## config.mk

```make
export PLATFORM = sky130hd
export DESIGN_NAME = addsub_serial
export DESIGN_NICKNAME = d
export VERILOG_FILES = /design/src/rtl/addsub_serial.sv
export SDC_FILE = /design/constraint.sdc
export NUM_CORES = 1
export LEC_CHECK = 0
export ABC_AREA = 1
export CORE_ASPECT_RATIO = 1.1
export CORE_MARGIN = 2
export CORE_UTILIZATION = 60
export CTS_CLUSTER_DIAMETER = 50
export DETAILED_ROUTE_END_ITERATION = 10
export DONT_BUFFER_PORTS = 1
export PLACE_DENSITY = 0.76
export SETUP_SLACK_MARGIN = 0.5
export SLEW_MARGIN = 25
export SYNTH_ARGS = -nofsm -noshare
export SYNTH_HDL_FRONTEND = slang
export SYNTH_SLANG_ARGS = --single-unit
export TNS_END_PERCENT = 20
```

## constraint.sdc

```tcl
create_clock -name clk -period 4.03 [get_ports clk]
set_input_delay 0.403 -clock clk [delete_from_list [all_inputs] [get_ports clk]]
set_output_delay 0.403 -clock clk [all_outputs]
set_load 0.01 [all_outputs]
```

## src/rtl/addsub_serial.sv

```systemverilog
// addsub_serial
//   Digit-serial adder/subtractor. An accepted operation is processed DIGIT
//   bits per clock over N = WIDTH/DIGIT cycles through a single DIGIT-wide
//   carry chain. Subtraction inverts b and uses the mode bit as the initial
//   carry-in. In accumulate mode the left operand is the last completed sum.
//
// Ports
//   clk, rst             clock, synchronous active-high reset
//   in_valid / in_ready  operand handshake (a, b, m, acc sampled on accept)
//   a, b                 WIDTH-bit operands (a ignored when acc = 1)
//   m                    0 = add, 1 = subtract (left - b)
//   acc                  1 = left operand is the previous sum
//   out_valid/out_ready  result handshake
//   sum                  WIDTH-bit result, two's-complement wrap
//   cout                 carry out of the MSB (1 = no borrow on subtract)
//   ovf                  signed overflow
//   zero                 sum == 0
module addsub_serial #(
    parameter int WIDTH = 16,
    parameter int DIGIT = 4
) (
    input  logic             clk,
    input  logic             rst,
    input  logic             in_valid,
    output logic             in_ready,
    input  logic [WIDTH-1:0] a,
    input  logic [WIDTH-1:0] b,
    input  logic             m,
    input  logic             acc,
    output logic             out_valid,
    input  logic             out_ready,
    output logic [WIDTH-1:0] sum,
    output logic             cout,
    output logic             ovf,
    output logic             zero
);

    localparam int N  = WIDTH / DIGIT;
    localparam int CW = (N > 1) ? $clog2(N) : 1;

    typedef enum logic [1:0] {
        IDLE = 2'd0,
        CALC = 2'd1,
        DONE = 2'd2
    } state_t;

    state_t           state;
    state_t           state_next;
    logic             rst_done;
    logic [CW-1:0]    cnt;
    logic             carry;
    logic [WIDTH-1:0] l_reg;
    logic [WIDTH-1:0] r_reg;
    logic [WIDTH-1:0] l_next;
    logic [WIDTH-1:0] r_next;
    logic [DIGIT:0]   dsum;
    logic             c_msb;
    logic             last;
    logic             accept;
    logic [WIDTH-1:0] sum_reg;
    logic             cout_reg;
    logic             ovf_reg;
    logic             zero_reg;

    // rst_done keeps in_ready low on every cycle that follows a reset edge
    // and lets it rise only in the cycle after rst deasserts, without a
    // combinational path from the rst pin to in_ready.
    assign in_ready  = (state == IDLE) && rst_done;
    assign out_valid = (state == DONE);
    assign accept    = in_ready && in_valid;
    assign last      = (cnt == CW'(N - 1));

    assign sum  = sum_reg;
    assign cout = cout_reg;
    assign ovf  = ovf_reg;
    assign zero = zero_reg;

    // One slice of the shared carry chain.
    assign dsum = {1'b0, l_reg[DIGIT-1:0]} + {1'b0, r_reg[DIGIT-1:0]}
                + {{DIGIT{1'b0}}, carry};

    // Carry into the top bit of the slice recovered from sum ^ a ^ b; on the
    // final slice this is the carry into the word MSB. For DIGIT = 1 it
    // reduces to the incoming carry itself.
    assign c_msb = dsum[DIGIT-1] ^ l_reg[DIGIT-1] ^ r_reg[DIGIT-1];

    assign r_next = r_reg >> DIGIT;

    // The left-operand register doubles as the result register: result
    // digits enter at the top as operand digits leave at the bottom, so after
    // N slices it holds the complete sum.
    generate
        if (DIGIT == WIDTH) begin : g_single
            assign l_next = dsum[DIGIT-1:0];
        end else begin : g_multi
            assign l_next = {dsum[DIGIT-1:0], l_reg[WIDTH-1:DIGIT]};
        end
    endgenerate

    // State register with reset priority over every handshake.
    always_ff @(posedge clk) begin
        if (rst) begin
            state    <= IDLE;
            rst_done <= 1'b0;
        end else begin
            state    <= state_next;
            rst_done <= 1'b1;
        end
    end

    // Next-state decode.
    always_comb begin
        state_next = state;
        case (state)
            IDLE:    if (accept)    state_next = CALC;
            CALC:    if (last)      state_next = DONE;
            DONE:    if (out_ready) state_next = IDLE;
            default:                state_next = IDLE;
        endcase
    end

    // Datapath: operand capture on accept, one slice per CALC cycle, and the
    // output registers loaded only on the last slice so they stay stable
    // through DONE, IDLE and the following CALC.
    always_ff @(posedge clk) begin
        if (rst) begin
            l_reg    <= '0;
            r_reg    <= '0;
            carry    <= 1'b0;
            cnt      <= '0;
            sum_reg  <= '0;
            cout_reg <= 1'b0;
            ovf_reg  <= 1'b0;
            zero_reg <= 1'b0;
        end else begin
            case (state)
                IDLE: begin
                    if (accept) begin
                        l_reg <= acc ? sum_reg : a;
                        r_reg <= b ^ {WIDTH{m}};
                        carry <= m;
                        cnt   <= '0;
                    end
                end
                CALC: begin
                    l_reg <= l_next;
                    r_reg <= r_next;
                    carry <= dsum[DIGIT];
                    if (last) begin
                        sum_reg  <= l_next;
                        cout_reg <= dsum[DIGIT];
                        ovf_reg  <= c_msb ^ dsum[DIGIT];
                        zero_reg <= (l_next == '0);
                    end else begin
                        cnt <= cnt + CW'(1);
                    end
                end
                default: ;
            endcase
        end
    end

endmodule
```

==> flow_summary.toml, run 1 <==
[global_route]
grt.total_usage_pct = 23.4
grt_max_degree = 40
antenna_found_initial = 0
overflow = 0
grt_pass1_wl_mm = 9.99
grt_pass1_vias = 2247

[final_layout]
diodes = 0
layout-drive-gt1-share_pct = 7.12
regArea_um2 = 1140
post-route-util_pct = 65.0
fillers = 421
nNetsFinal = 404
syn2layout_area_growth_pct = 5.35
multiInputGateArea_um2 = 1380

[die]
row_count = 26
start_util_pct = 61.7
die_area_um2 = 5280
coreArea_um2 = 4590
io_pins = 59
fp.dieW_um = 69.5
die_y_um = 76.0

[worst_setup_path]
path_cells = "fa_1 > fa_1 > nor2_1 > nand4_1 > nor2_1 > nand4_1 > a21oi_1"
path_buf_inv = 0
slowest_stage = "fa_1"
arrival_ns = 2.15
path_max_fanout = 3
timing.rr.start = "carry$_SDFFE_PP0P_"
cp_slowest_stage_delay_ns = 0.50
critPathKind = "reg -> reg"
critPathLaunchType = "flip-flop"
end_kind = "flip-flop"
worstSetupStartpoint = "carry$_SDFFE_PP0P_"
required_ns = 4.30
cp_top_family = "adder cells"

[synth]
synth.net_count = 415
synth-edff-count = 0
netlist_area_um2 = 2830
syn_area_per_cell_um2 = 7.63
synth_top_area_share_pct = 40.3
yosysMostFrequentCell = "nand2_1"
synth_seq_area_share_pct = 40.3
syn_inst = 371
synth_flop_cell = "dfxtp_1"
async_reset_ff_share_pct = 0
netlist_top_cells_count = "100 x nand2_1, 57 x dfxtp_1, 34 x a21oi_1"
synth.distinct_cells = 33
ys_ff_latch = 57
yosysTopAreaCell = "dfxtp_1"
yosys_warnings = 0
synth_area_leaders = "dfxtp_1 40%, nand2_1 13%, a21oi_1 6.0%"

[sta]
fin_setup_tns_ns = 0
clock_skew_ns = 0.0106
period_needed_ns = 1.88
rsz0062_at_grt = "no"
post-route-period-util_pct = 46.5
tightest_slew_ns = 0.519
hold_viol = 0
setup_viol = 0
relSlewSlack_pct = 65.3
drv_slew = 0
fmax_mhz = 533

[clocking]
cts_resized = 0
ctsHoldBuffers = 0
cts_tree = "done"
cts.clk_slew.worst_paths_ns = 0.07
cts.sinks = 57
clock_latency_ns = 0.34
cts_setup_buffers = 0
cts-root-buf = "clkbuf_8"
cts_buffers = 9
clk_path_buf_depth = 2
htreeDepth = 3

[route]
routed_wl_mm = 5.88
dr.max_layer_used = "met4"
antenna_left = 0
wl_met1_mm = 2.51
drcViolationCount = 0
met2_wirelength_mm = 2.87
drtIter0Drc = 204
dr_total_vias = 2391
firstDrtPassIters = 5
wl_per_cell_um = 14.0
via_per_inst = 5.68
wl_met3_um = 352

[worst_hold_path]
min_from = "rst"
hold_path_class = "in -> reg"

[outcome]
outcome = "completed"

[pwr]
leakage_uw = 0.00117
p_total_uw = 1370
p_int_uw = 1060
power.density_nw_per_um2 = 460
combPwrFrac_pct = 8.4
p_seq_share_pct = 44.0
p_switching_uw = 316
power.ir.vdd_worst_v = 0.000310
clkPwrFrac_pct = 47.6
switching_share_pct = 23.0

[placement]
portBuffers = 0
dp.final_hpwl_mm = 3.85
routabilityCongestion = 0.865

[job]
max_cap_violations = 0
[per-stage QoR]
| stage | std cells | setup slack, ns | hold slack (ns) | cell area, µm² |
|---|---|---|---|---|
| finish | 421 | 2.15 | 0.125 | 2980 |
| detailed placement | 405 | 2.15 | 0.438 | 2740 |
| floorplan | 371 | 2.26 | 0.423 | 2830 |
| global placement | 405 | 2.20 | 0.436 | 2740 |
| global route | 421 | 2.01 | 0.112 | 2980 |
| CTS | 421 | 2.15 | 0.120 | 2980 |
[final cells by class]
type | count | share of cell area, %
clock buffer | 11 | 4.74
clock inverter | 5 | 3.44
inverter | 36 | 4.74
multi-input combinational | 256 | 46.4
sequential | 57 | 38.3
tap | 56 | 2.35
[routing by layer]
metal  up-vias  global-route usage, %
met1      1087                   27.8
met3        12                   5.16
met4         0                   12.2
met5         -                      0
li1       1210                      -
met2        82                   39.4
[worst reg2reg max path: stages, from the launching register on]
cell and delay [ns]:
dfxtp_1 0.33, fa_1 0.48, fa_1 0.50, nor2_1 0.11, nand4_1 0.10, nor2_1 0.10, nand4_1 0.08, a21oi_1 0.12
[path summary, 6_finish.rpt]
check / end / slack, ns / depth (start not counted)
worst max-delay path: zero$_SDFFE_PP0P_ / 2.15 / 7
worst min-delay path: l_reg[15]$_SDFFE_PP0P_ / 0.12 / 1
worst max register to register: zero$_SDFFE_PP0P_ / 2.15 / 7
worst min register to register: r_reg[12]$_SDFFE_PP0P_ / 0.44 / 2
[cell families after synthesis]
group                      Yosys count  synth area share [%]
DFF                                 57                  40.3
AOI/OAI and AO/OA                   97                  19.9
buffers and inverters               58                  10.7
and+or+nand+nor                    136                  20.6
adders and majority gates            6                  3.18
xor gates and xnor gates            17                  5.26
[placed cells by master, fill, tap and decap left out, types with 3 or more instances in the layout]
cell	synthesis	routed
clkbuf_8	1	10
dfxtp_1	57	57
nor2_1	15	15
o21ai_0	22	22
bufinv_16	0	3
a21oi_1	34	34
a31oi_1	23	23
o211ai_1	13	13
ha_1	4	4
xor2_1	17	17
nand2_1	100	100
nand3_1	10	10
inv_1	33	33
[power groups by stage]
| stage | clock, µW | combinational (µW) | sequential [µW] |
|---|---|---|---|
| final | 653 | 116 | 603 |
| after global routing | 684 | 132 | 606 |
| after CTS | 660 | 116 | 603 |
| after detailed placement | 0 | 115 | 615 |
| after global placement | 0 | 113 | 614 |
| after floorplan | 0 | 119 | 610 |
No activity file was read; power rests on OpenSTA's default activity.
==> inputs of run 2 (changes only) <==
==> constraint.sdc (replaced) <==
create_clock -name clk -period 1.85 [get_ports clk]
set_input_delay 0.185 -clock clk [delete_from_list [all_inputs] [get_ports clk]]
set_output_delay 0.185 -clock clk [all_outputs]
set_load 0.01 [all_outputs]
==> run 2 against run 1 <==
Net effect: the flow now finishes with violations (hold timing); sequential power increased by 120%; die area did not move; critical path depth rose by 4; design area rose by 7.1%; maximum frequency is 1.5% higher; critical path type unchanged; largest cell class unchanged; largest power group unchanged.
==> flow_summary.toml, run 2 (synthesized netlist as in run 1, its figures left out) <==
[outcome]
outcome = "finished, violations left"
violations = "hold timing"

[sta]
fin_ws_ns = 0.00238
relSlewSlack_pct = 63.5
tightest_slew_ns = 0.547
fmax_mhz = 541
clock_skew_ns = 0.00957
holdWs_ns = -0.0995
hold_viol = 37
drv_slew = 0
rsz0062_at_grt = "yes"
period_needed_ns = 1.85
post-route-period-util_pct = 99.9
setup_viol = 0

[job]
max_cap_violations = 0

[route]
wl_per_cell_um = 14.5
dr_total_vias = 2471
antenna_left = 0
via_per_inst = 5.73
drtIter0Drc = 189
firstDrtPassIters = 4
drcViolationCount = 0
routed_wl_mm = 6.27

[pwr]
power.ir.vdd_worst_v = 0.000690
p_total_uw = 3050
leakage_uw = 0.00124
power.density_nw_per_um2 = 955

[clocking]
cts_tree = "done"
cts-root-buf = "clkbuf_8"
htreeDepth = 3
clock_latency_ns = 0.34
cts.clk_slew.worst_paths_ns = 0.07
clk_path_buf_depth = 2
cts_buffers = 9
cts.sinks = 57

[final_layout]
fillers = 384
diodes = 0
layout-drive-gt1-share_pct = 17.1
syn2layout_area_growth_pct = 12.9
layout_commonest_cell = "nand2_1"
final_cell_mix = "93 x nand2_1, 53 x dfxtp_1, 32 x a21oi_1, 31 x inv_1, 23 x a31oi_1"
nNetsFinal = 414

[die]
die_y_um = 76.0
coreArea_um2 = 4590
io_pins = 59
row_count = 26
fp.dieW_um = 69.5
die_area_um2 = 5280
start_util_pct = 61.7

[global_route]
grt_pass1_wl_mm = 9.81
overflow = 0
grt.total_usage_pct = 23.2
grt_pass1_vias = 2196
antenna_found_initial = 0
grt_max_degree = 40

[worst_setup_path]
path_max_fanout = 2
reg2reg_slack_ns = 0.002
end_kind = "flip-flop"
critPathLaunchType = "flip-flop"
critPathKind = "reg -> reg"
arrival_ns = 2.14
required_ns = 2.14

[placement]
place_ws_ns = 0.0998
routabilityCongestion = 0.835
dp.final_hpwl_mm = 3.87
portBuffers = 0

[worst_hold_path]
hold_path_class = "in -> reg"
## run 2: changes by cell type in the layout (fill, tap and decap cells not counted), moves of 4 or more
cell,before,now
nand3_2,0,5
nand3_1,10,4
nand2_1,100,93
buf_4,0,7
nand2_2,1,7
dfxtp_1,57,53
## run 2: worst max-delay path: stages (launching register included)
cell     delay (ns)
dfxtp_2        0.34
fa_2           0.41
fa_2           0.41
nand3_2        0.11
nand2_2        0.08
nand2_2        0.09
nand2_2        0.07
inv_2          0.06
nand2_2        0.05
nand3_2        0.06
nand2_1        0.04
inv_1          0.06
## run 2: routing by layer
layer	track usage [%]	wire length, µm
met1	27.2	2500
met2	38.4	3130
met3	6.35	413
met4	12.7	221
met5	0	0
## run 2: layout make-up
cell class | count | area (µm²) | share of cell area, %
Multi-Input combinational cell | 256 | 1500 | 46.8
Inverter | 36 | 150 | 4.70
Sequential cell | 57 | 1150 | 36.0
Timing Repair Buffer | 10 | 86.3 | 2.70
Clock buffer | 10 | 138 | 4.31
Tap cell | 56 | 70.1 | 2.19
Clock inverter | 6 | 105 | 3.29
## run 2: per-stage QoR
step           instance area [µm²]  cells  TNS, ns  util [%]
2_1_floorplan                 2840    371        0         -
3_3_place_gp                  2760    407        0      60.3
3_5_place_dp                  2760    407        0      60.3
4_1_cts                       3030    425        0      66.0
5_1_grt                       3190    431   -0.157      69.6
6_report                      3190    431        0      69.6
## run 2: power breakdown
group / internal (µW) / total, µW / switching [µW]
registers: 1270 / 1320 / 40.5
logic: 127 / 312 / 184
clock network: 924 / 1420 / 498
## run 2: worst paths after layout
check                                             from                     end  depth (start not counted)
worst min register to register  r_reg[12]$_SDFFE_PP0P_  r_reg[12]$_SDFFE_PP0P_                          2
worst max-delay path                carry$_SDFFE_PP0P_        ovf$_SDFFE_PP0P_                         11
worst max register to register      carry$_SDFFE_PP0P_        ovf$_SDFFE_PP0P_                         11
worst min-delay path                               rst  l_reg[11]$_SDFFE_PP0P_                          1
## run 2: timing repair
action                                  in CTS  in global routing
gates resized for setup                      2                 37
endpoints found under the setup margin      26                 42
cloned                                       0                  0
hold endpoints to repair                    37                 36
pin swaps                                    4                 17
setup buffers                                2                  6
==> inputs of run 3 (changes only) <==
--- a/config.mk
+++ b/config.mk
@@ -14,7 +14,6 @@
 export DONT_BUFFER_PORTS = 1
 export PLACE_DENSITY = 0.76
 export SETUP_SLACK_MARGIN = 0.5
-export SLEW_MARGIN = 25
 export SYNTH_ARGS = -nofsm -noshare
 export SYNTH_HDL_FRONTEND = slang
 export SYNTH_SLANG_ARGS = --single-unit
==> results of run 3 <==
Final layout, timing and power as in run 2 (identical DEF).
